$ cat src/rtl/prog_loader.sv
// Boot-time program loader: streams a byte image into the unified RAM from address 0,
// zero-fills the unused tail, then releases the CPU from reset.
module prog_loader #(
    parameter int DATA_W = 8,
    parameter int ADDR_W = 5,
    parameter int DEPTH  = 32
) (
    input  logic              clk,
    input  logic              reset_n,
    input  logic              start,
    input  logic              in_valid,
    input  logic [DATA_W-1:0] in_data,
    input  logic              in_last,
    output logic              in_ready,
    output logic              ram_we,
    output logic [ADDR_W-1:0] ram_addr,
    output logic [DATA_W-1:0] ram_wdata,
    output logic              cpu_reset,
    output logic              busy,
    output logic              done,
    output logic              overflow,
    output logic [DATA_W-1:0] checksum
);

    typedef enum logic [2:0] {IDLE, LOAD, DRAIN, FILL, RUN} state_t;

    localparam logic [ADDR_W-1:0] LAST = ADDR_W'(DEPTH - 1);

    state_t            state_q, state_d;
    logic [ADDR_W-1:0] ptr_q, ptr_d;
    logic [DATA_W-1:0] sum_q, sum_d;
    logic              ovf_q, ovf_d;
    logic              we_q, we_d;
    logic [ADDR_W-1:0] addr_q, addr_d;
    logic [DATA_W-1:0] wdata_q, wdata_d;
    logic              rdy_q, rdy_d;
    logic              cpu_rst_q, cpu_rst_d;
    logic              busy_q, busy_d;
    logic              done_q, done_d;
    logic              accept;

    assign accept = in_valid && rdy_q;

    always_comb begin
        state_d = state_q;
        ptr_d   = ptr_q;
        sum_d   = sum_q;
        ovf_d   = ovf_q;
        we_d    = 1'b0;
        addr_d  = addr_q;
        wdata_d = wdata_q;
        case (state_q)
            IDLE, RUN: begin
                if (start) begin
                    state_d = LOAD;
                    ptr_d   = '0;
                    sum_d   = '0;
                    ovf_d   = 1'b0;
                end
            end
            LOAD: begin
                if (accept) begin
                    we_d    = 1'b1;
                    addr_d  = ptr_q;
                    wdata_d = in_data;
                    sum_d   = sum_q + in_data;
                    // Pointer parks at the last address; it never wraps.
                    if (ptr_q == LAST) begin
                        state_d = in_last ? RUN : DRAIN;
                        if (!in_last) ovf_d = 1'b1;
                    end else begin
                        ptr_d = ptr_q + 1'b1;
                        if (in_last) state_d = FILL;
                    end
                end
            end
            DRAIN: begin
                if (accept && in_last) state_d = RUN;
            end
            FILL: begin
                we_d    = 1'b1;
                addr_d  = ptr_q;
                wdata_d = '0;
                if (ptr_q == LAST) state_d = RUN;
                else               ptr_d   = ptr_q + 1'b1;
            end
            default: state_d = IDLE;
        endcase
    end

    // Outputs are registered from the next state. cpu_reset drops one edge after
    // RUN is entered so the final RAM write lands before the CPU's first fetch.
    always_comb begin
        rdy_d     = (state_d == LOAD) || (state_d == DRAIN);
        busy_d    = (state_d == LOAD) || (state_d == DRAIN) || (state_d == FILL);
        done_d    = (state_d == RUN);
        cpu_rst_d = !((state_q == RUN) && (state_d == RUN));
    end

    always_ff @(posedge clk or negedge reset_n) begin
        if (!reset_n) begin
            state_q   <= IDLE;
            ptr_q     <= '0;
            sum_q     <= '0;
            ovf_q     <= 1'b0;
            we_q      <= 1'b0;
            addr_q    <= '0;
            wdata_q   <= '0;
            rdy_q     <= 1'b0;
            cpu_rst_q <= 1'b1;
            busy_q    <= 1'b0;
            done_q    <= 1'b0;
        end else begin
            state_q   <= state_d;
            ptr_q     <= ptr_d;
            sum_q     <= sum_d;
            ovf_q     <= ovf_d;
            we_q      <= we_d;
            addr_q    <= addr_d;
            wdata_q   <= wdata_d;
            rdy_q     <= rdy_d;
            cpu_rst_q <= cpu_rst_d;
            busy_q    <= busy_d;
            done_q    <= done_d;
        end
    end

    assign in_ready  = rdy_q;
    assign ram_we    = we_q;
    assign ram_addr  = addr_q;
    assign ram_wdata = wdata_q;
    assign cpu_reset = cpu_rst_q;
    assign busy      = busy_q;
    assign done      = done_q;
    assign overflow  = ovf_q;
    assign checksum  = sum_q;

endmodule

$ cat config.mk
export PLATFORM = sky130hd
export DESIGN_NAME = prog_loader
export DESIGN_NICKNAME = d
export VERILOG_FILES = /design/src/rtl/prog_loader.sv
export SDC_FILE = /design/constraint.sdc
export NUM_CORES = 1
export LEC_CHECK = 0
export CAP_MARGIN = 40
export CORE_UTILIZATION = 40
export DETAILED_ROUTE_END_ITERATION = 6
export GPL_ROUTABILITY_DRIVEN = 0
export PLACE_DENSITY = 0.66
export RECOVER_POWER = 25
export SYNTH_ARGS = -nofsm -noshare
export SYNTH_HDL_FRONTEND = slang
export SYNTH_SLANG_ARGS = --single-unit
export TNS_END_PERCENT = 20
$ cat constraint.sdc
create_clock -name clk -period 5.1 [get_ports clk]
set_input_delay 1.275 -clock clk [delete_from_list [all_inputs] [get_ports clk]]
set_output_delay 1.275 -clock clk [all_outputs]
set_load 0.01 [all_outputs]
==> results of run 1 <==
placed cells by master (no fill, tap or decap), types with 2 or more instances in the layout:
cell type        synthesis  final
a21oi_1                  5      5
a22o_1                   8      8
a22oi_1                  2      2
a31oi_1                  2      2
clkbuf_8                 0      5
clkdlybuf4s50_1          0     38
dfrtp_1                 34     34
ha_1                     9      9
inv_1                    5      5
nand2_1                 24     24
nand2b_1                 3      3
nand3_1                 10     10
nor2_1                   8      8
nor2b_1                  2      2
nor3b_1                  2      2
nor4_1                   2      2
o21ai_0                  4      4
o21ai_1                  4      4
o21bai_1                 2      2
o2bb2ai_1                3      3
xnor2_1                  7      7
final cells by class:
cell class                      count  area share (%)
Tap cell                           50            2.72
Clock inverter                      3            1.91
Clock buffer                        5            2.99
Multi-Input combinational cell    121            36.3
Sequential cell                    35            38.2
Inverter                            5           0.817
Timing Repair Buffer               40            17.1
Yosys cell counts, types with 2 or more instances:
cell,instances
nor4_1,2
o21bai_1,2
nand2b_1,3
nor2_1,8
o21ai_1,4
o21ai_0,4
dfrtp_1,34
a22oi_1,2
nor2b_1,2
a22o_1,8
ha_1,9
o2bb2ai_1,3
buf_2,4
clkbuf_1,2
inv_1,5
buf_6,2
nand2_1,24
nor3b_1,2
a31oi_1,2
xnor2_1,7
nand3_1,10
a21oi_1,5
worst min path at each step:
stage	slack (ps)	to	cells after the start
2_1_floorplan	470	ram_addr[3]	2
3_3_place_gp	460	ram_addr[0]	2
3_5_place_dp	460	ram_addr[3]	2
4_1_cts	480	ram_addr[3]	2
5_1_grt	510	ram_addr[3]	2
6_report	470	ram_addr[3]	2
power by group through the flow:
stage / Sequential, mW / Combinational [mW] / Clock, mW
after floorplan: 0.480 / 0.382 / 0
after global placement: 0.474 / 0.586 / 0
after detailed placement: 0.476 / 0.602 / 0
after CTS: 0.472 / 0.607 / 0.253
after global routing: 0.487 / 0.672 / 0.265
final: 0.471 / 0.604 / 0.246
registers in the layout, summed over array words and instances, names as in the netlist:
register   flops
ram_addr       5
ram_wdata      8
ptr_q          5
cpu_reset      1
ram_we         1
done           1
in_ready       1
busy           1
state_q        3
overflow       1
checksum       8
metal layers:
| metal | track usage, % | share of wire (%) |
|---|---|---|
| met3 | 2.96 | 2.4 |
| met1 | 23.0 | 46 |
| met4 | 9.44 | 1.6 |
| met5 | 0 | 0 |
| met2 | 29.5 | 50 |
per-stage QoR:
stage,setup WS [ps],util [%]
floorplan,2420,-
global placement,1900,52.8
detailed placement,1830,52.8
CTS,2140,55.6
global route,1530,55.5
finish,2030,55.5
cells by family (layout without fill, tap and decap cells):
kind of cell / after synthesis / count (layout) / synth area share [%]
mux: 2 / 2 / 1.19
simple gates: 61 / 61 / 17.6
compound gates: 40 / 40 / 16.5
xor+xnor: 8 / 8 / 3.92
fa+ha+maj: 10 / 10 / 7.42
buf+inv: 14 / 53 / 4.27
flops: 35 / 35 / 49.1
==> impl_metrics.ini, run 1 <==
[yosys]
seq_area_frac_synth_pct = 49.1
yosysWarningCount = 0
yosysTopAreaCell = dfrtp_1
syn_nets = 193
ys_top_cells_by_area = dfrtp_1 48%, ha_1 6.3%, nand2_1 5.0%
ys_ff_latch = 35
synth_top_area_share_pct = 47.6
synth_cell_types = 48
ys.flop_type = dfrtp_1
synth_area_per_cell_um2 = 10.5
synth.cell_area_mm2 = 0.00179
syn_inst = 170
synth_edf_count = 0
async_flop_share_pct = 100

[hold_path]
hold_start = ram_addr[3]
hold_path.class = reg -> reg

[worst_setup_path]
worst_ep_required_time_ps = 5140
r2r_slack_ps = 2950
cp_cell_sequence = dlygate4sd3_1 > clkbuf_1
slowest_delay_ps = 1310
crit_start = reset_n
worstPathMaxFanout = 35
cp.arrival_ps = 3110
cp-endpoint = in_ready
reg2regPathDepth = 7
cp_top_family = buffers and inverters
rr_endpoint = in_ready
critPathLaunchType = input pin
cp_num_cells = 2
cp.buffers_inverters = 2
rr_startpoint = ptr_q[0]
slowest_stage = clkbuf_1
critPathKind = in -> async
endpoint_kind = asynchronous set/reset pin

[floorplanning]
die_area_mm2 = 0.00474
initial_utilization_pct = 43.1
io_pins = 40
die_h_um = 68.8
placementRows = 23
dieWidth_um = 68.8
coreArea_mm2 = 0.00414

[pwr]
fin_total_pwr_mw = 1.32
ir_drop_mv = 0.243
swShare_pct = 37.7
p_leak_nw = 1.02
power_frac_clock_pct = 18.7
pwr-share-seq_pct = 35.6
power.density_mw_per_mm2 = 575
p_int_mw = 0.823
p_comb_share_pct = 45.7
p_sw_mw = 0.498

[final_layout]
multi_input_area_um2 = 833
postLayoutCellArea_mm2 = 0.00230
diodes = 0
fillCellCount = 369
area_growth_pct = 28.6
instances_no_fill = 259
nets = 231
layout-drive-gt1-share_pct = 7.66
seq_area_um2 = 877

[sta]
fmax_mhz = 326
fin_skew_ps = 11.6
hold_viol = 0
worst_slew_pin_slew_ps = 1820
relSlewSlack_pct = -21.6
min_period_over_period_pct = 60.2
fin_hold_ws_ps = 473
setup_viol = 0
rsz0062_at_grt = false
min_period_ps = 3070
setup-tns-final_ps = 0
maxSlewViolCount = 36

[grt]
antenna_found_initial = 0
grt_max_degree = 36
grt_pass1_vias = 1306
grt.total_usage_pct = 18.1
grt_overflow = 0
grt_first_pass_wirelength_um = 6140

[drt]
avgViaCountPerCell = 5.35
dr.pass1.iters = 4
initialDrtViolationCount = 85
wl_um = 3840
ant_nets = 0
wl_per_cell_um = 14.8
route.vias.total = 1385
drc = 0

[clock_network]
h-tree-depth = 2
clk_pin_slew_ps = 70
cts_resized = 0
cts-root-buf = clkbuf_8
cts.path.max_buffers = 2
insertion_delay_ps = 290
cts-buffers-inserted = 5
post_cts_buffers = 0
cts_num_sinks = 35
hold_buffers = 0
cts_tree = done

[flow_run]
maxCapViolCount = 1

[placement]
placed_cells = 251
portBuffers = 39
hpwl_um = 2760
placed_area_mm2 = 0.00219

[outcome]
status = finished with violations
violations = capacitance limit, slew limit
Power figures use the tool's default switching activity.
==> run 2, diff against run 1 <==
--- a/config.mk
+++ b/config.mk
@@ -9,7 +9,7 @@
 export CORE_UTILIZATION = 40
 export DETAILED_ROUTE_END_ITERATION = 6
 export GPL_ROUTABILITY_DRIVEN = 0
-export PLACE_DENSITY = 0.66
+export PLACE_DENSITY = 0.68
 export RECOVER_POWER = 25
 export SYNTH_ARGS = -nofsm -noshare
 export SYNTH_HDL_FRONTEND = slang
==> constraint.sdc (replaced) <==
create_clock -name clk -period 2.7 [get_ports clk]
set_input_delay 0.675 -clock clk [delete_from_list [all_inputs] [get_ports clk]]
set_output_delay 0.675 -clock clk [all_outputs]
set_load 0.01 [all_outputs]
==> run 2 against run 1 <==
The flow now finishes without violations. Cell count grew 0.77%. Via count is 1.3% higher. Setup slack worse by 1700 ps. Core utilization up 0.39 points. Final area rose by 0.71%. Sequential share of layout area fell by 0.27 points. Worst hold slack improved by 3.9 ps. Critical path type is now in -> reg. Largest cell class unchanged. Largest power group unchanged.
==> impl_metrics.ini, run 2 (synthesis results as in run 1) <==
[outcome]
status = finished clean

[clock_network]
cts_resized = 0
cts_num_sinks = 35
clk_pin_slew_ps = 70
cts.path.max_buffers = 2
h-tree-depth = 2
cts-root-buf = clkbuf_8
insertion_delay_ps = 290
cts_tree = done
cts-buffers-inserted = 5
hold_buffers = 0
post_cts_buffers = 0

[final_layout]
final_util_pct = 55.9
diodes = 0
nets = 233
area_growth_pct = 29.6
mostFrequentLayoutCell = clkdlybuf4s50_1
layout-drive-gt1-share_pct = 9.00
postLayoutCellArea_mm2 = 0.00231
layout_common_cells = 38 x clkdlybuf4s50_1, 34 x dfrtp_1, 24 x nand2_1
fillCellCount = 378

[worst_setup_path]
slowest_delay_ps = 430
critPathLaunchType = input pin
rr_endpoint = in_ready
endpoint_kind = register
reg2regPathDepth = 7
slowest_stage = clkdlybuf4s50_1
r2r_slack_ps = 570
cp.arrival_ps = 2570
critPathKind = in -> reg
cp_cell_sequence = clkdlybuf4s50_1 > ha_1 > fa_1 > a21oi_1 > o21ai_0 > a2111o_1 > nand3_1
worst_ep_required_time_ps = 2930
worstPathMaxFanout = 3
rr_startpoint = ptr_q[0]

[drt]
drc = 0
initialDrtViolationCount = 51
wl_per_cell_um = 14.8
route.vias.total = 1403
avgViaCountPerCell = 5.38
dr.pass1.iters = 4
ant_nets = 0
wl_um = 3860

[pwr]
p_leak_nw = 1.03
fin_total_pwr_mw = 2.52
power.density_mw_per_mm2 = 1090
ir_drop_mv = 0.538

[hold_path]
hold_end = ram_addr[1]
min_path_cells = 2
hold_start = ram_addr[1]
hold_path.class = reg -> reg

[floorplanning]
die_area_mm2 = 0.00474
coreArea_mm2 = 0.00414
placementRows = 23
initial_utilization_pct = 43.1
io_pins = 40
dieWidth_um = 68.8
die_h_um = 68.8

[sta]
setup-tns-final_ps = 0
min_period_ps = 2340
setup_viol = 0
fmax_mhz = 427
rsz0062_at_grt = false
min_period_over_period_pct = 86.7
setup_slack_ps = 358
maxSlewViolCount = 0
relSlewSlack_pct = 42.6
hold_viol = 0
worst_slew_pin_slew_ps = 861
fin_skew_ps = 4.94

[placement]
hpwl_um = 2750
portBuffers = 39
pre_cts_slack_ps = 67.1
placed_area_mm2 = 0.00220

[grt]
grt.total_usage_pct = 18.4
grt_max_degree = 36
grt_first_pass_wirelength_um = 6280
antenna_found_initial = 0
grt_pass1_vias = 1372
grt_overflow = 0

[flow_run]
maxCapViolCount = 0
## run 2: layer usage
metal / up-vias / global-route usage (%) / share of wire [%]
li1: 685 / - / -
met5: - / 0 / 0
met3: 6 / 4.93 / 4.5
met2: 38 / 29.8 / 48
met1: 674 / 23.2 / 46
met4: 0 / 7.91 / 1.6
## run 2: layout make-up
type	count	area (um2)	share of cell area, %
clock buffer	5	68.8	2.97
clock inverter	3	43.8	1.89
inverter	5	18.8	0.811
multi-input combinational	121	833	36.0
sequential	35	877	37.9
tap	50	62.6	2.70
timing repair buffer	42	410	17.7
## run 2: power by group
group	internal (mW)	leakage (nW)	total, mW	switching, mW
Sequential	0.712	0.442	0.891	0.179
Combinational	0.584	0.534	1.15	0.571
Clock	0.275	0.0581	0.476	0.202
Total	1.57	1.03	2.52	0.952
## run 2: how the worst max path moves through the flow
stage | slack, ps | cells after the start | from | end
6_report | 360 | 7 | in_data[0] | checksum[6]
5_1_grt | 260 | 7 | in_data[0] | checksum[6]
4_1_cts | 370 | 7 | in_data[0] | checksum[6]
3_5_place_dp | 70 | 7 | in_data[0] | checksum[6]
3_3_place_gp | 90 | 7 | in_data[0] | checksum[6]
2_1_floorplan | 620 | 6 | in_data[0] | checksum[6]
## run 2: metrics by stage
step | hold WS, ps | cells
after CTS | 485 | 261
after global placement | 463 | 253
final | 477 | 261
after global routing | 525 | 261
after floorplan | 379 | 170
after detailed placement | 467 | 253
## run 2: critical path: cells and delay by family
| family | cells | cell delay [ps] |
|---|---|---|
| AND/OR/NAND/NOR | 1 | 60 |
| adder cells (fa/ha/maj) | 2 | 680 |
| buffers and inverters | 1 | 430 |
| AO/OA/AOI/OAI | 3 | 720 |
